### src/rtl/input_map_pkg.sv
// Shared scancodes, joystick bit layout, rotate encodings and coin FSM states
// for the arcade input mapper and its coin pulse generator.
package input_map_pkg;

  localparam logic [7:0] SC_EXT = 8'hE0;
  localparam logic [7:0] SC_REL = 8'hF0;

  localparam logic [7:0] SC_P0_U        = 8'h75;
  localparam logic [7:0] SC_P0_D        = 8'h72;
  localparam logic [7:0] SC_P0_L        = 8'h6B;
  localparam logic [7:0] SC_P0_R        = 8'h74;
  localparam logic [7:0] SC_P0_B0       = 8'h14;
  localparam logic [7:0] SC_P0_B1       = 8'h11;
  localparam logic [7:0] SC_P0_B2       = 8'h29;
  localparam logic [7:0] SC_P0_B3       = 8'h12;
  localparam logic [7:0] SC_P0_START    = 8'h16;
  localparam logic [7:0] SC_P0_START_FN = 8'h05;
  localparam logic [7:0] SC_P0_COIN     = 8'h2E;

  localparam logic [7:0] SC_P1_U        = 8'h2D;
  localparam logic [7:0] SC_P1_D        = 8'h2B;
  localparam logic [7:0] SC_P1_L        = 8'h23;
  localparam logic [7:0] SC_P1_R        = 8'h34;
  localparam logic [7:0] SC_P1_B0       = 8'h1C;
  localparam logic [7:0] SC_P1_B1       = 8'h1B;
  localparam logic [7:0] SC_P1_B2       = 8'h15;
  localparam logic [7:0] SC_P1_B3       = 8'h1D;
  localparam logic [7:0] SC_P1_START    = 8'h1E;
  localparam logic [7:0] SC_P1_START_FN = 8'h06;
  localparam logic [7:0] SC_P1_COIN     = 8'h36;

  localparam int JB_R     = 0;
  localparam int JB_L     = 1;
  localparam int JB_D     = 2;
  localparam int JB_U     = 3;
  localparam int JB_BTN   = 4;
  localparam int JB_START = 8;
  localparam int JB_COIN  = 9;

  localparam logic [1:0] ROT_NONE = 2'd0;
  localparam logic [1:0] ROT_CW   = 2'd1;
  localparam logic [1:0] ROT_CCW  = 2'd2;

  typedef enum logic [1:0] {
    CS_IDLE     = 2'd0,
    CS_PULSE    = 2'd1,
    CS_WAIT_REL = 2'd2
  } coin_state_e;

  // Which joystick-word bits a scancode drives for keyboard player 0 or 1.
  // Directions ignore the E0 prefix so cursor keys and numpad both work.
  function automatic logic [15:0] key_hit(input logic player, input logic [7:0] code,
                                          input logic ext);
    logic [15:0] hit;
    hit = '0;
    if (!player) begin
      case (code)
        SC_P0_U: hit[JB_U] = 1'b1;
        SC_P0_D: hit[JB_D] = 1'b1;
        SC_P0_L: hit[JB_L] = 1'b1;
        SC_P0_R: hit[JB_R] = 1'b1;
        default: ;
      endcase
      if (!ext) begin
        case (code)
          SC_P0_B0:                    hit[JB_BTN+0] = 1'b1;
          SC_P0_B1:                    hit[JB_BTN+1] = 1'b1;
          SC_P0_B2:                    hit[JB_BTN+2] = 1'b1;
          SC_P0_B3:                    hit[JB_BTN+3] = 1'b1;
          SC_P0_START, SC_P0_START_FN: hit[JB_START] = 1'b1;
          SC_P0_COIN:                  hit[JB_COIN]  = 1'b1;
          default: ;
        endcase
      end
    end else begin
      case (code)
        SC_P1_U: hit[JB_U] = 1'b1;
        SC_P1_D: hit[JB_D] = 1'b1;
        SC_P1_L: hit[JB_L] = 1'b1;
        SC_P1_R: hit[JB_R] = 1'b1;
        default: ;
      endcase
      if (!ext) begin
        case (code)
          SC_P1_B0:                    hit[JB_BTN+0] = 1'b1;
          SC_P1_B1:                    hit[JB_BTN+1] = 1'b1;
          SC_P1_B2:                    hit[JB_BTN+2] = 1'b1;
          SC_P1_B3:                    hit[JB_BTN+3] = 1'b1;
          SC_P1_START, SC_P1_START_FN: hit[JB_START] = 1'b1;
          SC_P1_COIN:                  hit[JB_COIN]  = 1'b1;
          default: ;
        endcase
      end
    end
    return hit;
  endfunction

endpackage

### src/rtl/coin_pulser.sv
// Turns a coin request level into one fixed-length pulse per rising edge;
// a held request never retriggers until it has been released.
module coin_pulser
  import input_map_pkg::*;
#(
  parameter logic [15:0] COIN_PULSE = 16'd50000
) (
  input  logic clk_sys,
  input  logic reset_n,
  input  logic req,
  output logic coin
);

  coin_state_e state_reg, state_next;
  logic [15:0] timer_reg, timer_next;
  logic        req_prev_reg;

  always_comb begin
    state_next = state_reg;
    timer_next = timer_reg;
    case (state_reg)
      CS_IDLE: begin
        if (req && !req_prev_reg) begin
          state_next = CS_PULSE;
          timer_next = COIN_PULSE - 16'd1;
        end
      end
      CS_PULSE: begin
        if (timer_reg == 16'd0) state_next = req ? CS_WAIT_REL : CS_IDLE;
        else                    timer_next = timer_reg - 16'd1;
      end
      CS_WAIT_REL: begin
        if (!req) state_next = CS_IDLE;
      end
      default: state_next = CS_IDLE;
    endcase
  end

  always_ff @(posedge clk_sys or negedge reset_n) begin
    if (!reset_n) begin
      state_reg    <= CS_IDLE;
      timer_reg    <= '0;
      req_prev_reg <= 1'b0;
    end else begin
      state_reg    <= state_next;
      timer_reg    <= timer_next;
      req_prev_reg <= req;
    end
  end

  assign coin = (state_reg == CS_PULSE);

endmodule

### src/rtl/arcade_input_mapper.sv
// Merges ps2_key keyboard state with joystick words into per-player cabinet
// inputs, with rotation remap, shared autofire and timed coin pulses.
module arcade_input_mapper
  import input_map_pkg::*;
#(
  parameter int          PLAYERS      = 2,
  parameter int          BUTTONS      = 4,
  parameter logic [15:0] COIN_PULSE   = 16'd50000,
  parameter logic [19:0] AUTOFIRE_DIV = 20'd400000
) (
  input  logic                         clk_sys,
  input  logic                         reset_n,
  input  logic [64:0]                  ps2_key,
  input  logic [16*PLAYERS-1:0]        joy_in,
  input  logic                         merge_joys,
  input  logic [1:0]                   rotate,
  input  logic                         coin_on_start,
  input  logic [BUTTONS-1:0]           autofire_en,
  output logic [4*PLAYERS-1:0]         dir_out,
  output logic [BUTTONS*PLAYERS-1:0]   btn_out,
  output logic [PLAYERS-1:0]           start_out,
  output logic [PLAYERS-1:0]           coin_out
);

  logic old_toggle_reg;
  logic key_pressed, key_ext, key_valid;

  // 63:24 nonzero marks multi-byte PrtScr/Pause sequences, which map to nothing.
  always_comb begin
    key_pressed = (ps2_key[15:8] != SC_REL);
    key_ext     = key_pressed ? (ps2_key[15:8] == SC_EXT) : (ps2_key[23:16] == SC_EXT);
    key_valid   = (ps2_key[64] != old_toggle_reg) && (ps2_key[63:24] == 40'd0);
  end

  always_ff @(posedge clk_sys or negedge reset_n) begin
    if (!reset_n) old_toggle_reg <= 1'b0;
    else          old_toggle_reg <= ps2_key[64];
  end

  logic [19:0] af_cnt_reg;
  logic        af_phase_reg;

  always_ff @(posedge clk_sys or negedge reset_n) begin
    if (!reset_n) begin
      af_cnt_reg   <= '0;
      af_phase_reg <= 1'b0;
    end else if (af_cnt_reg == AUTOFIRE_DIV - 20'd1) begin
      af_cnt_reg   <= '0;
      af_phase_reg <= ~af_phase_reg;
    end else begin
      af_cnt_reg   <= af_cnt_reg + 20'd1;
    end
  end

  logic [15:0] joy_or;

  always_comb begin
    joy_or = '0;
    for (int p = 0; p < PLAYERS; p++) joy_or = joy_or | joy_in[p*16 +: 16];
  end

  logic [15:0]                key_word [PLAYERS];
  logic [4*PLAYERS-1:0]       dir_next;
  logic [BUTTONS*PLAYERS-1:0] btn_next;
  logic [PLAYERS-1:0]         start_next;
  logic [PLAYERS-1:0]         coin_req;

  for (genvar gi = 0; gi < PLAYERS; gi++) begin : g_player
    if (gi < 2) begin : g_kbd
      logic [15:0] key_state_reg;
      logic [15:0] hit;

      assign hit = key_hit(gi != 0, ps2_key[7:0], key_ext);

      always_ff @(posedge clk_sys or negedge reset_n) begin
        if (!reset_n)       key_state_reg <= '0;
        else if (key_valid) key_state_reg <= (key_state_reg & ~hit) | (hit & {16{key_pressed}});
      end

      assign key_word[gi] = key_state_reg;
    end else begin : g_no_kbd
      assign key_word[gi] = '0;
    end

    logic [15:0] joy_w, raw_w;
    logic [3:0]  dir_raw, dir_rot;
    logic        unused_raw;

    // In merged mode player 0 owns every joystick; the rest are keyboard-only.
    assign joy_w      = merge_joys ? ((gi == 0) ? joy_or : 16'h0) : joy_in[gi*16 +: 16];
    assign raw_w      = key_word[gi] | joy_w;
    assign unused_raw = ^raw_w;
    assign dir_raw    = raw_w[JB_U:JB_R];

    always_comb begin
      case (rotate)
        ROT_CW:  dir_rot = {dir_raw[1], dir_raw[0], dir_raw[2], dir_raw[3]};
        ROT_CCW: dir_rot = {dir_raw[0], dir_raw[1], dir_raw[3], dir_raw[2]};
        default: dir_rot = dir_raw;
      endcase
    end

    assign dir_next[gi*4 +: 4] = dir_rot;
    assign btn_next[gi*BUTTONS +: BUTTONS] =
        raw_w[JB_BTN +: BUTTONS] & (~autofire_en | {BUTTONS{af_phase_reg}});
    assign start_next[gi] = raw_w[JB_START];
    assign coin_req[gi]   = raw_w[JB_COIN] | (raw_w[JB_START] & coin_on_start);

    coin_pulser #(
      .COIN_PULSE (COIN_PULSE)
    ) u_coin (
      .clk_sys (clk_sys),
      .reset_n (reset_n),
      .req     (coin_req[gi]),
      .coin    (coin_out[gi])
    );
  end

  logic [4*PLAYERS-1:0]       dir_reg;
  logic [BUTTONS*PLAYERS-1:0] btn_reg;
  logic [PLAYERS-1:0]         start_reg;

  always_ff @(posedge clk_sys or negedge reset_n) begin
    if (!reset_n) begin
      dir_reg   <= '0;
      btn_reg   <= '0;
      start_reg <= '0;
    end else begin
      dir_reg   <= dir_next;
      btn_reg   <= btn_next;
      start_reg <= start_next;
    end
  end

  assign dir_out   = dir_reg;
  assign btn_out   = btn_reg;
  assign start_out = start_reg;

endmodule

### config.mk
export PLATFORM = sky130hd
export DESIGN_NAME = arcade_input_mapper
export DESIGN_NICKNAME = d
export VERILOG_FILES = /design/src/rtl/input_map_pkg.sv /design/src/rtl/coin_pulser.sv /design/src/rtl/arcade_input_mapper.sv
export SDC_FILE = /design/constraint.sdc
export NUM_CORES = 1
export LEC_CHECK = 0
export ABC_AREA = 1
export CAP_MARGIN = 5
export CELL_PAD_IN_SITES_DETAIL_PLACEMENT = 0
export CELL_PAD_IN_SITES_GLOBAL_PLACEMENT = 1
export CORE_MARGIN = 3
export CORE_UTILIZATION = 39
export CTS_CLUSTER_DIAMETER = 80
export CTS_CLUSTER_SIZE = 40
export DETAILED_ROUTE_END_ITERATION = 8
export PLACE_DENSITY = 0.95
export SKIP_CTS_REPAIR_TIMING = 1
export SLEW_MARGIN = 15
export SYNTH_ARGS = -nofsm -noshare
export SYNTH_HDL_FRONTEND = slang
export SYNTH_SLANG_ARGS = --single-unit
export TNS_END_PERCENT = 20
### constraint.sdc
create_clock -name clk_sys -period 3.05 [get_ports clk_sys]
set_input_delay 0.4575 -clock clk_sys [delete_from_list [all_inputs] [get_ports clk_sys]]
set_output_delay 0.4575 -clock clk_sys [all_outputs]
set_load 0.02 [all_outputs]
==> flow_summary.ini, run 1 <==
[timing]
tightest_slew_ps = 615
holdWs_ps = 90.8
period_share_pct = 75.5
fin_tns_setup_ps = 0
fmax_mhz = 435
worst_slack_ps = 749
rsz0062_at_grt = false
finalSetupViolCount = 0
relSlewSlack_pct = 58.9
slew_violations = 0
period_minus_slack_ps = 2300
fin_skew_ps = 8.00
finalHoldViolCount = 0

[layout]
area_delta_synth_final_pct = 27.3
drive_gt1_share_pct = 6.76
postLayoutCoreUtil_pct = 50.8
final_nets = 1040
final_area_um2 = 7410
diodes = 0
final_cells = 1116

[yosys]
netlist_area_um2 = 5820
synth-main-ff-cell = dfrtp_1
ys_seq_elements = 98
synth.most_common_cell = nand2_1
synth_common_cells = 209 x nand2_1, 162 x nor2_1, 98 x dfrtp_1
synth_fp_nets = 927
netlist.top_cell.by_area = dfrtp_1
ys_warn_count = 0
syn-instance-count = 815
ys_types = 43
synth-edff-count = 0
synth_top_area_share_pct = 42.1
ys_top_cells_by_area = dfrtp_1 42%, nand2_1 13%, nor2_1 10%, inv_1 4.9%, nand3_1 4.8%
seq_area_frac_synth_pct = 42.1
synth.avg_cell_area_um2 = 7.14
async_flop_share_pct = 100

[placement]
port_buffers = 114
dp_slack_ps = 421
dp_cells = 1101
place_area_um2 = 7110
gp_congestion = 0.846
dp_hpwl_mm = 11.0

[route]
wirelength_mm = 14.0
vias = 5403
dr.pass1.iters = 5
via_per_inst = 4.84
drt_iter0_markers = 257
final_antenna_net_count = 0
drc = 0
routedWlPerCell_um = 12.6

[setup_path]
worstPathArrival_ps = 2530
worst_ep_required_time_ps = 3280
path_max_fanout = 20
crit_type = reg -> reg
start_kind = register
end_kind = register
rrSetupSlack_ps = 750

[global_routing]
grt_overflow = 0
grt_pass1_vias = 5082
antenna_found_initial = 0
grt_max_degree = 41
grt_pass1_wl_mm = 23.0
grtUsageTotal_pct = 17.3

[floorplan]
io_pins = 127
die_h_um = 128
die_w_um = 128
core_area_um2 = 14600
rows = 44
die_area_um2 = 16400
initial_utilization_pct = 39.9

[pwr]
p_total_mw = 3.33
power.leakage_nw = 3.43
power.density_nw_per_um2 = 449
max-vdd-ir-drop_mv = 0.311

[clocking]
cts_buffers = 9
cts_buffer_depth = 2
cts.clk_slew.worst_paths_ps = 70
htreeDepth = 3
clk_latency_ps = 350
cts.sinks = 98
cts_tree = done
clk_root_buffer_cell = clkbuf_16

[run_status]
status = completed

[worst_hold_path]
hold_class = in -> async

[flow_run]
drv_cap = 0
-- layout make-up --
cell class | instances | area, um2
Clock inverter | 4 | 52.6
Clock buffer | 11 | 243
Sequential cell | 98 | 2450
Fill cell | 1400 | 7180
Inverter | 84 | 315
Timing Repair Buffer | 118 | 1180
Multi-Input combinational cell | 617 | 2940
Tap cell | 184 | 230
-- final timing paths --
kind / cells past startpoint / startpoint / to
max: 9 / g_player[1].u_coin.timer_reg[0]$_DFFE_PN0P_ / g_player[1].u_coin.timer_reg[9]$_DFFE_PN0P_
min: 1 / reset_n / g_player[1].u_coin.timer_reg[0]$_DFFE_PN0P_
max reg2reg: 9 / g_player[1].u_coin.timer_reg[0]$_DFFE_PN0P_ / g_player[1].u_coin.timer_reg[9]$_DFFE_PN0P_
min reg2reg: 2 / register / register
max in group asynchronous: 2 / reset_n / af_cnt_reg[2]$_DFF_PN0_
min in group clk_sys: 2 / register / register
-- logic make-up after synthesis --
logic type	count (synthesis)	synth area share (%)
DFF	98	42.1
xor gates and xnor gates	23	3.78
AOI/OAI and AO/OA	79	7.35
and+or+nand+nor	510	38.2
adders and majority gates	5	1.07
buffers and inverters	100	7.46
-- cell usage in the layout (no fill, tap or decap), types with 11 or more instances in the layout --
cell type,netlist,final
nand2_1,209,209
xor2_1,16,16
nand3_1,56,56
nand4_1,20,20
o21ai_1,28,28
clkdlybuf4s50_1,0,113
inv_1,76,76
a21oi_1,28,28
dfrtp_1,98,98
nor2_2,16,16
o21ai_0,11,11
nor3_1,15,15
nor2_1,162,162
-- worst max-delay path, cell delays in order (launching register included) --
cell and delay, ps:
dfrtp_1 400, inv_1 160, ha_1 230, nand2_1 120
nor2_2 180, nand2_1 100, nand2_2 220, nand2_1 440
nand3b_1 240, nand3_1 90
-- where the power goes --
| part | switching, mW | internal (mW) | leakage (nW) | total, mW |
|---|---|---|---|---|
| Combinational | 0.393 | 0.312 | 2.05 | 0.705 |
| Sequential | 0.0834 | 1.40 | 1.23 | 1.49 |
| Clock | 0.483 | 0.655 | 0.146 | 1.14 |
-- routing by layer --
metal  global-route usage, %  vias up  wire (um)
li1                        -     2819          -
met1                    21.8     2431       6440
met2                    29.3      141       6630
met3                    4.79       12        799
met4                    4.56        0        167
met5                       0        -          0
(Power assumes the default switching activity.)
==> inputs of run 2 (changes only) <==
--- a/config.mk
+++ b/config.mk
@@ -10,11 +10,11 @@
 export CELL_PAD_IN_SITES_DETAIL_PLACEMENT = 0
 export CELL_PAD_IN_SITES_GLOBAL_PLACEMENT = 1
 export CORE_MARGIN = 3
-export CORE_UTILIZATION = 39
+export CORE_UTILIZATION = 33
 export CTS_CLUSTER_DIAMETER = 80
 export CTS_CLUSTER_SIZE = 40
 export DETAILED_ROUTE_END_ITERATION = 8
-export PLACE_DENSITY = 0.95
+export PLACE_DENSITY = 0.87
 export SKIP_CTS_REPAIR_TIMING = 1
 export SLEW_MARGIN = 15
 export SYNTH_ARGS = -nofsm -noshare
==> constraint.sdc (replaced) <==
create_clock -name clk_sys -period 2.1 [get_ports clk_sys]
set_input_delay 0.315 -clock clk_sys [delete_from_list [all_inputs] [get_ports clk_sys]]
set_output_delay 0.315 -clock clk_sys [all_outputs]
set_load 0.02 [all_outputs]
==> run 2 against run 1 <==
Net effect: hold slack improved by 370 ps; clock-buffer cell count is the same; total power grew 48%; utilization decreased by 6.1 points; register-to-register slack got worse by 540 ps; routed wire length up 3.5%; sequential share of layout area decreased by 0.69 points; cell count rose by 4.5%; critical path depth increased by 1; setup slack worse by 540 ps; first-iteration DRC count rose by 4.7%; die area is 17% higher; critical path type unchanged; critical endpoint is now g_player[1].u_coin.timer_reg[6]$_DFFE_PN0P_; largest cell class unchanged; highest routed layer unchanged.
==> flow_summary.ini, run 2 (synthesis gave the netlist of run 1 again) <==
[run_status]
status = completed

[clocking]
cts_buffer_depth = 2
cts.clk_slew.worst_paths_ps = 70
clk_root_buffer_cell = clkbuf_16
htreeDepth = 3
cts_tree = done
cts_buffers = 9
cts.sinks = 98
clk_latency_ps = 340

[timing]
fin_tns_setup_ps = 0
slew_violations = 0
finalSetupViolCount = 0
tightest_slew_ps = 453
fin_skew_ps = 8.17
rsz0062_at_grt = false
finalHoldViolCount = 0
relSlewSlack_pct = 69.8
fmax_mhz = 530
period_share_pct = 89.8
period_minus_slack_ps = 1890

[floorplan]
initial_utilization_pct = 34.4
rows = 47
die_w_um = 139
core_area_um2 = 16900
die_area_um2 = 19300
io_pins = 127
die_h_um = 139

[route]
drc = 0
vias = 5477
routedWlPerCell_um = 12.5
dr.pass1.iters = 4
via_per_inst = 4.70
drt_iter0_markers = 269
wirelength_mm = 14.5
final_antenna_net_count = 0

[pwr]
max-vdd-ir-drop_mv = 0.377
power.leakage_nw = 3.48
power.density_nw_per_um2 = 651
p_total_mw = 4.92

[global_routing]
grt_overflow = 0
grt_pass1_wl_mm = 24.7
grt_max_degree = 35
antenna_found_initial = 0
grtUsageTotal_pct = 15.3
grtUsageMet3_pct = 3.55
grtUsageMet1_pct = 19.0
grt_use_met2_pct = 26.4
grt_pass1_vias = 5289
grt_busiest_layer = met2

[placement]
dp_hpwl_mm = 11.5
gp_congestion = 0.853
port_buffers = 114

[layout]
final_common_cell = nand2_1
area_delta_synth_final_pct = 30.0
final_nets = 1053
drive_gt1_share_pct = 8.03
diodes = 0
final_cell_mix = 209 x nand2_1, 162 x nor2_1, 112 x clkdlybuf4s50_1

[worst_hold_path]
hold_class = in -> async

[setup_path]
end_kind = register
worstPathArrival_ps = 2110
rrSetupSlack_ps = 210
worst_ep_required_time_ps = 2320
start_kind = register
crit_type = reg -> reg
path_max_fanout = 13

[flow_run]
drv_cap = 0
[run 2: cell count changes in the layout (fill, tap and decap cells not counted), sizes merged]
cell           delta
dlymetal6s2s      +1
inv               +1
clkinvlp          +2
clkdlybuf4s50     -1
buf              +12
dlygate4sd3       +1
clkinv            -2
[run 2: power breakdown]
group	switching, mW	total (mW)	internal [mW]	leakage, nW
Clock	0.720	1.68	0.963	0.142
Sequential	0.123	2.16	2.04	1.23
Combinational	0.593	1.08	0.489	2.11
[run 2: final timing paths]
kind	cells after the start	start	end
setup / recovery	10	g_player[1].u_coin.timer_reg[0]$_DFFE_PN0P_	g_player[1].u_coin.timer_reg[6]$_DFFE_PN0P_
hold / removal	2	reset_n	async pin
setup reg to reg	10	g_player[1].u_coin.timer_reg[0]$_DFFE_PN0P_	g_player[1].u_coin.timer_reg[6]$_DFFE_PN0P_
hold reg to reg	2	register	register
max in group asynchronous	3	reset_n	g_player[0].u_coin.timer_reg[3]$_DFFE_PN0P_
min in group clk_sys	2	register	register
[run 2: metal layers]
metal,up-vias,part of all wire [%]
met1,2498,46
li1,2853,-
met3,16,4.9
met2,110,48
met4,0,1.6
met5,-,0
[run 2: final cells by class]
class,instances,area [um2]
fillers,1766,9370
multi-input cells,617,2940
flip-flops and latches,98,2450
repair buffers,131,1280
inverters,84,315
well taps,220,275
clock buffers,11,243
clock inverters,5,62.6
[run 2: worst max-delay path, cell delays in order (launching register included)]
cell and delay, ps:
dfrtp_1 400, inv_1 150, ha_1 220, nand2_1 110, nor2_2 180, nand2_1 110, nand2_2 160, nand2_1 90
buf_4 190, nand3b_1 90, nand3_1 70
[run 2: stage by stage]
step	utilization [%]	hold slack [ps]	area [um2]	std cells	worst slack (ps)
4_1_cts	44.6	-78.7	7550	1165	59.3
3_5_place_dp	42.8	297	7250	1149	94.1
3_3_place_gp	42.8	291	7250	1149	126
5_1_grt	44.7	483	7570	1166	20.0
6_report	44.7	459	7570	1166	213
2_1_floorplan	-	19.4	5820	815	538
==> inputs of run 3 (changes only) <==
--- a/config.mk
+++ b/config.mk
@@ -6,6 +6,7 @@
 export NUM_CORES = 1
 export LEC_CHECK = 0
 export ABC_AREA = 1
+export ABC_CLOCK_PERIOD_IN_PS = 2100
 export CAP_MARGIN = 5
 export CELL_PAD_IN_SITES_DETAIL_PLACEMENT = 0
 export CELL_PAD_IN_SITES_GLOBAL_PLACEMENT = 1
==> results of run 3 <==
Same layout as run 2: the final DEF is identical, and so are final timing and power.
